[src/rtl/freq_counter_pkg.sv]
`default_nettype none
// +----------------------------------------------------------------------+
// | Package  : freq_counter_pkg                                           |
// | Purpose  : Shared types and helpers for the frequency-counter gate    |
// |            controller: FSM state enum and gate-length computation.    |
// | Contents : gate_state_t  - controller states                         |
// |            gate_ticks()  - clock cycles in one gate window           |
// | Revision : 1.0 - initial release                                      |
// +----------------------------------------------------------------------+
package freq_counter_pkg;

  typedef enum logic [2:0] {
    ST_IDLE  = 3'd0,
    ST_CLEAR = 3'd1,
    ST_GATE  = 3'd2,
    ST_LATCH = 3'd3,
    ST_VALID = 3'd4
  } gate_state_t;

  // Divide before multiplying so large clock rates with long windows
  // stay inside 32-bit integer arithmetic.
  function automatic int gate_ticks(input int clk_hz, input int ms);
    return (clk_hz / 1000) * ms;
  endfunction

endpackage
`default_nettype wire

[src/rtl/freq_gate_controller_gate_timer.sv]
`default_nettype none
// +----------------------------------------------------------------------+
// | Module   : gate_timer                                                 |
// | Purpose  : Down-counter that times the gate window. Loads a constant, |
// |            decrements on request and saturates at zero.               |
// | Ports    : clk_in      - system clock (rising edge)                   |
// |            reset_n_in  - asynchronous active-low reset (count -> 0)   |
// |            load_in     - load LOAD_VALUE (has priority over dec_in)   |
// |            dec_in      - decrement by one while non-zero              |
// |            zero_out    - count is zero                                |
// | Revision : 1.0 - initial release                                      |
// +----------------------------------------------------------------------+
module gate_timer #(
  parameter int               WIDTH      = 4,
  parameter logic [WIDTH-1:0] LOAD_VALUE = '0
) (
  input  logic clk_in,
  input  logic reset_n_in,
  input  logic load_in,
  input  logic dec_in,
  output logic zero_out
);

  logic [WIDTH-1:0] count_q;
  logic [WIDTH-1:0] count_d;

  // Saturating decrement: the counter never wraps below zero.
  always_comb begin
    count_d = count_q;
    if (load_in) begin
      count_d = LOAD_VALUE;
    end else if (dec_in && (count_q != '0)) begin
      count_d = count_q - WIDTH'(1);
    end
  end

  always_ff @(posedge clk_in or negedge reset_n_in) begin
    if (!reset_n_in) begin
      count_q <= '0;
    end else begin
      count_q <= count_d;
    end
  end

  assign zero_out = (count_q == '0);

endmodule
`default_nettype wire

[src/rtl/freq_gate_controller.sv]
`default_nettype none
// +----------------------------------------------------------------------+
// | Module   : freq_gate_controller                                       |
// | Purpose  : Sequences one frequency measurement: clear the BCD digit   |
// |            chain, open the gate for GATE_TICKS cycles, strobe the     |
// |            result register, then hold result_valid until accepted.    |
// | Ports    : clk_in, reset_n_in (async, active low)                     |
// |            start_in, abort_in, overflow_in, result_ready_in           |
// |            counter_clear_out, counter_enable_out, latch_out,          |
// |            result_valid_out, overflow_out, busy_out                   |
// | Config   : FREQ_GATE_AUTO_RUN_EN - when defined, an accepted result   |
// |            immediately starts the next measurement.                   |
// | Revision : 1.0 - initial release                                      |
// +----------------------------------------------------------------------+
module freq_gate_controller
  import freq_counter_pkg::*;
#(
  parameter int CLK_FREQ_HZ = 50_000_000,
  parameter int GATE_MS     = 1000
) (
  input  logic clk_in,
  input  logic reset_n_in,
  input  logic start_in,
  input  logic abort_in,
  input  logic overflow_in,
  input  logic result_ready_in,
  output logic counter_clear_out,
  output logic counter_enable_out,
  output logic latch_out,
  output logic result_valid_out,
  output logic overflow_out,
  output logic busy_out
);

  localparam int GATE_TICKS = gate_ticks(CLK_FREQ_HZ, GATE_MS);
  localparam int TIMER_W    = $clog2(GATE_TICKS);

  gate_state_t state_q;
  gate_state_t state_d;
  logic        sticky_q;
  logic        sticky_d;
  logic        overflow_q;
  logic        overflow_d;
  logic        timer_zero;

  // Timer is loaded with GATE_TICKS-1 during CLEAR, so GATE sees counts
  // GATE_TICKS-1 down to 0: exactly GATE_TICKS enabled cycles.
  gate_timer #(
    .WIDTH      (TIMER_W),
    .LOAD_VALUE (TIMER_W'(GATE_TICKS - 1))
  ) u_gate_timer (
    .clk_in     (clk_in),
    .reset_n_in (reset_n_in),
    .load_in    (state_q == ST_CLEAR),
    .dec_in     (state_q == ST_GATE),
    .zero_out   (timer_zero)
  );

  always_comb begin
    state_d = state_q;
    case (state_q)
      ST_IDLE:  if (start_in) state_d = ST_CLEAR;
      ST_CLEAR: state_d = abort_in ? ST_IDLE : ST_GATE;
      // Abort wins over expiry so an aborted run never strobes the latch.
      ST_GATE: begin
        if (abort_in) begin
          state_d = ST_IDLE;
        end else if (timer_zero) begin
          state_d = ST_LATCH;
        end
      end
      ST_LATCH: state_d = ST_VALID;
      ST_VALID: begin
        if (result_ready_in) begin
`ifdef FREQ_GATE_AUTO_RUN_EN
          state_d = ST_CLEAR;
`else
          state_d = ST_IDLE;
`endif
        end
      end
      default:  state_d = ST_IDLE;
    endcase
  end

  // Sticky overflow collects digit-chain carries across the gate window;
  // the visible flag only changes when a result is latched, so aborted
  // runs leave the previous result's flag intact.
  always_comb begin
    sticky_d   = sticky_q;
    overflow_d = overflow_q;
    if (state_q == ST_CLEAR) begin
      sticky_d = 1'b0;
    end else if ((state_q == ST_GATE) && overflow_in) begin
      sticky_d = 1'b1;
    end
    if (state_q == ST_LATCH) begin
      overflow_d = sticky_q;
    end
  end

  always_ff @(posedge clk_in or negedge reset_n_in) begin
    if (!reset_n_in) begin
      state_q    <= ST_IDLE;
      sticky_q   <= 1'b0;
      overflow_q <= 1'b0;
    end else begin
      state_q    <= state_d;
      sticky_q   <= sticky_d;
      overflow_q <= overflow_d;
    end
  end

  assign counter_clear_out  = (state_q == ST_CLEAR);
  assign counter_enable_out = (state_q == ST_GATE);
  assign latch_out          = (state_q == ST_LATCH);
  assign result_valid_out   = (state_q == ST_VALID);
  assign overflow_out       = overflow_q;
  assign busy_out           = (state_q != ST_IDLE);

endmodule
`default_nettype wire
[config.mk]
export PLATFORM = sky130hd
export DESIGN_NAME = freq_gate_controller
export DESIGN_NICKNAME = d
export VERILOG_FILES = /design/src/rtl/freq_counter_pkg.sv /design/src/rtl/freq_gate_controller_gate_timer.sv /design/src/rtl/freq_gate_controller.sv
export SDC_FILE = /design/constraint.sdc
export NUM_CORES = 1
export LEC_CHECK = 0
export ABC_AREA = 1
export BUFFER_PORTS_ARGS = -buffer_cell sky130_fd_sc_hd__buf_2
export CORE_MARGIN = 1
export CORE_UTILIZATION = 27
export CTS_CLUSTER_SIZE = 8
export DETAILED_ROUTE_END_ITERATION = 6
export HOLD_SLACK_MARGIN = 0.05
export PLACE_DENSITY = 0.54
export SETUP_SLACK_MARGIN = 0.5
export SLEW_MARGIN = 20
export SYNTH_ARGS = -nofsm -noshare
export SYNTH_HDL_FRONTEND = slang
export SYNTH_SLANG_ARGS = --single-unit
[constraint.sdc]
create_clock -name clk_in -period 4.46 [get_ports clk_in]
set_clock_uncertainty 0.15 [all_clocks]
set_input_delay 0.892 -clock clk_in [delete_from_list [all_inputs] [get_ports clk_in]]
set_output_delay 0.892 -clock clk_in [all_outputs]
set_load 0.005 [all_outputs]
==> summary.txt <==
Final layout
  • Ratio of cells with drive above 1 in the final layout: 14.8%
  • Final std cells w/o fill: 416
  • Finished Core Util: 31.7%
  • Layout area overhead: 11.6%
  • Number of inserted diodes: 0
  • Final #Nets: 323

Floorplanning
  • Die Area: 0.00816 mm^2
  • Initial Util: 28.4%
  • Site Rows: 31
  • Ports: 12
  • Die X: 90.3 um
  • Die height: 90.3 um
  • Core footprint: 0.00741 mm^2

Clocking
  • Clock root buffer: clkbuf_8
  • Num CTS Buffers: 5
  • Post-CTS setup buffer count: 0
  • CTS tree: done
  • Clock transition at path regs: 0.07 ns
  • Clk_lat worst skew: 0.29 ns
  • Hold Buf Count CTS: 0
  • Clk buf depth: 2
  • Sink Count: 31
  • Number of H-tree levels: 2
  • Post_cts resized: 0

Critical path
  • RR Startpoint: u_gate_timer.count_q[0]
  • Worst setup startpoint: state_q[2]
  • CP required: 3.42 ns
  • CP Capture Type: output port
  • Crit path launch type: flip-flop
  • WS Path Type: flip-flop to output port
  • CP arrival: 1.49 ns
  • Crit Path Max Fanout: 9

STA
  • RSZ-0062 raised after global routing: false
  • Max_slew headroom: 46.2%
  • Slew Viols, Final: 0
  • Setup violators final: 0
  • Min cycle time layout: 2.53 ns
  • Setup TNS: 0 ns
  • Fin. Hold Viols: 0
  • Measured slew at the worst slew-check pin: 0.804 ns
  • Max Clk Rate: 395 MHz
  • Fin crit share: 56.8%

Global route
  • Initial antenna violation count: 0
  • Vias in the first global route: 1824
  • Pin count of the biggest net entering global routing: 32
  • GR Overflow Total: 0
  • First-pass GRT wire length: 8600 um
  • Tot GR Track Use: 13.0%

Drt
  • Post-route ant nets: 0
  • Vias/cell: 4.53
  • DR vias: 1883
  • WL/cell: 11.4 um
  • Met3 WL: 135 um
  • WL met2: 2150 um
  • Final wirelength: 4740 um
  • M1 wire length: 2410 um
  • Drt first pass iters: 4
  • Initial drt markers: 96
  • DRC: 0
  • Uppermost layer routed: met4

Synthesis
  • Commonest cells post-synth: nand2_1, nor2_1, dfrtp_1
  • Multiplexer share of the synthesized area: 0%
  • Cell taking the most area after synthesis: dfrtp_1
  • Post-synth EDFFs: 0
  • Area share of xor/xnor cells in the synthesized design: 2.91%
  • Syn Nets: 311
  • Adder-Cell Fraction of Synth Area: 0.594%
  • Cells after Synth: 304
  • Top-count cell post-synth: nand2_1
  • Synth unique cells: 24
  • Synth Flop Type: dfrtp_1
  • Synth Area per Inst: 6.93 um^2
  • Flops & latches, synth: 31
  • Yosys Warn Count: 0
  • Sequential area share after synthesis: 36.8%
  • Fraction of registers with async set/reset: 100%
  • Synth Cell Area: 0.00211 mm^2
  • Synth Area in Compound Gates: 3.21%
  • Share of the synthesized area in the top cell type: 36.8%
  • Largest family of logic cells by synthesized area: simple AND/OR/NAND/NOR gates
  • Top cells by area, synth: dfrtp_1, nand2_1, nor2_1
  • Simple-gate area share of the yosys netlist: 48.2%

Power
  • Worst vdd ir: 0.193 mV
  • PD cells: 636 mW/mm^2
  • Comb pwr share: 46.6%
  • Clock Power Share: 19.7%
  • Switching Share: 46.7%
  • Pint: 0.000796 W
  • Sw power: 0.000699 W
  • Sequential power share: 33.7%
  • Lkg Pwr: 1.23 nW

Place
  • Post-detail-place hpwl: 3400 um
  • Placer Congestion: 0.828
  • Count of buffers from port buffering: 11
  • Placed Cells: 408

Run
  • Number of max-cap violations: 0

Hold path
  • Worst hold path startpoint: u_gate_timer.count_q[0]
  • Worst hold path class: flip-flop to flip-flop

Status
  • Outcome: finished clean
-- state kept, by name, summed over array words and instances, names as in the netlist --
name	count
state_q	3
overflow_out	1
u_gate_timer.count_q	26
sticky_q	1
-- worst paths after layout --
check | endpoint | slack, ns | cells after the start
max | counter_clear_out | 1.93 | 2
min | u_gate_timer.count_q[0] | 0.34 | 2
max reg2reg | u_gate_timer.count_q[22] | 2.27 | 10
min reg2reg | u_gate_timer.count_q[0] | 0.34 | 2
max in group asynchronous | state_q[1] | 3.20 | 1
min in group asynchronous | u_gate_timer.count_q[5] | 0.50 | 1
-- cells by family after synthesis --
| family | Yosys count |
|---|---|
| AOI/OAI and AO/OA | 12 |
| buffers and inverters | 38 |
| and+or+nand+nor | 215 |
| DFF | 31 |
| adders and majority gates | 1 |
| xor gates and xnor gates | 7 |
-- per-layer routing --
layer	track usage, %	vias to the layer above
met5	0	-
met4	4.84	0
met3	3.45	4
met2	19.8	26
met1	17.7	875
li1	-	978
-- power by group through the flow --
| stage | Clock [W] | Combinational (W) | Sequential [W] |
|---|---|---|---|
| after floorplan | 0 | 0.000597 | 0.000478 |
| after global placement | 0 | 0.000698 | 0.000505 |
| after detailed placement | 0 | 0.000706 | 0.000508 |
| after CTS | 0.000302 | 0.000708 | 0.000504 |
| after global routing | 0.000320 | 0.000809 | 0.000521 |
| final | 0.000294 | 0.000697 | 0.000504 |
-- layout make-up --
type                       instances  area, um^2
fill                             813        5060
multi-input combinational        235        1160
sequential                        31         776
tap                               99         124
inverter                          32         120
clock buffer                       6        82.6
timing repair buffer              11        55.1
clock inverter                     2        35.0
-- through the flow --
stage          power (W)  cell area [um^2]  worst slack (ns)  hold slack (ns)
6_report         0.00150              2350              1.93            0.341
5_1_grt          0.00165              2350              1.83            0.371
4_1_cts          0.00152              2350              1.90            0.347
3_5_place_dp     0.00121              2230              2.24            0.329
3_3_place_gp     0.00120              2230              2.24            0.316
2_1_floorplan    0.00107              2110              2.54            0.302
-- cells in the final DEF, fill, tap and decap left out, types with 2 or more instances in the layout --
| cell | count |
|---|---|
| inv_2 | 3 |
| a21oi_1 | 6 |
| nand2_1 | 102 |
| or2_2 | 4 |
| nand2_4 | 2 |
| nand2_2 | 10 |
| xor2_1 | 7 |
| clkbuf_8 | 6 |
| nand3_1 | 27 |
| nor2_1 | 45 |
| nor2_8 | 2 |
| nand4_1 | 14 |
| nor2_4 | 3 |
| nor3_4 | 2 |
| nor3_1 | 2 |
| o21ai_0 | 4 |
| a21o_2 | 2 |
| inv_1 | 29 |
| dfrtp_1 | 31 |
| buf_2 | 11 |
-- critical path: stages (launching register included) --
cell     delay [ns]
dfrtp_1        0.46
nor3_4         0.53
buf_2          0.21
Power figures use the tool's default switching activity.
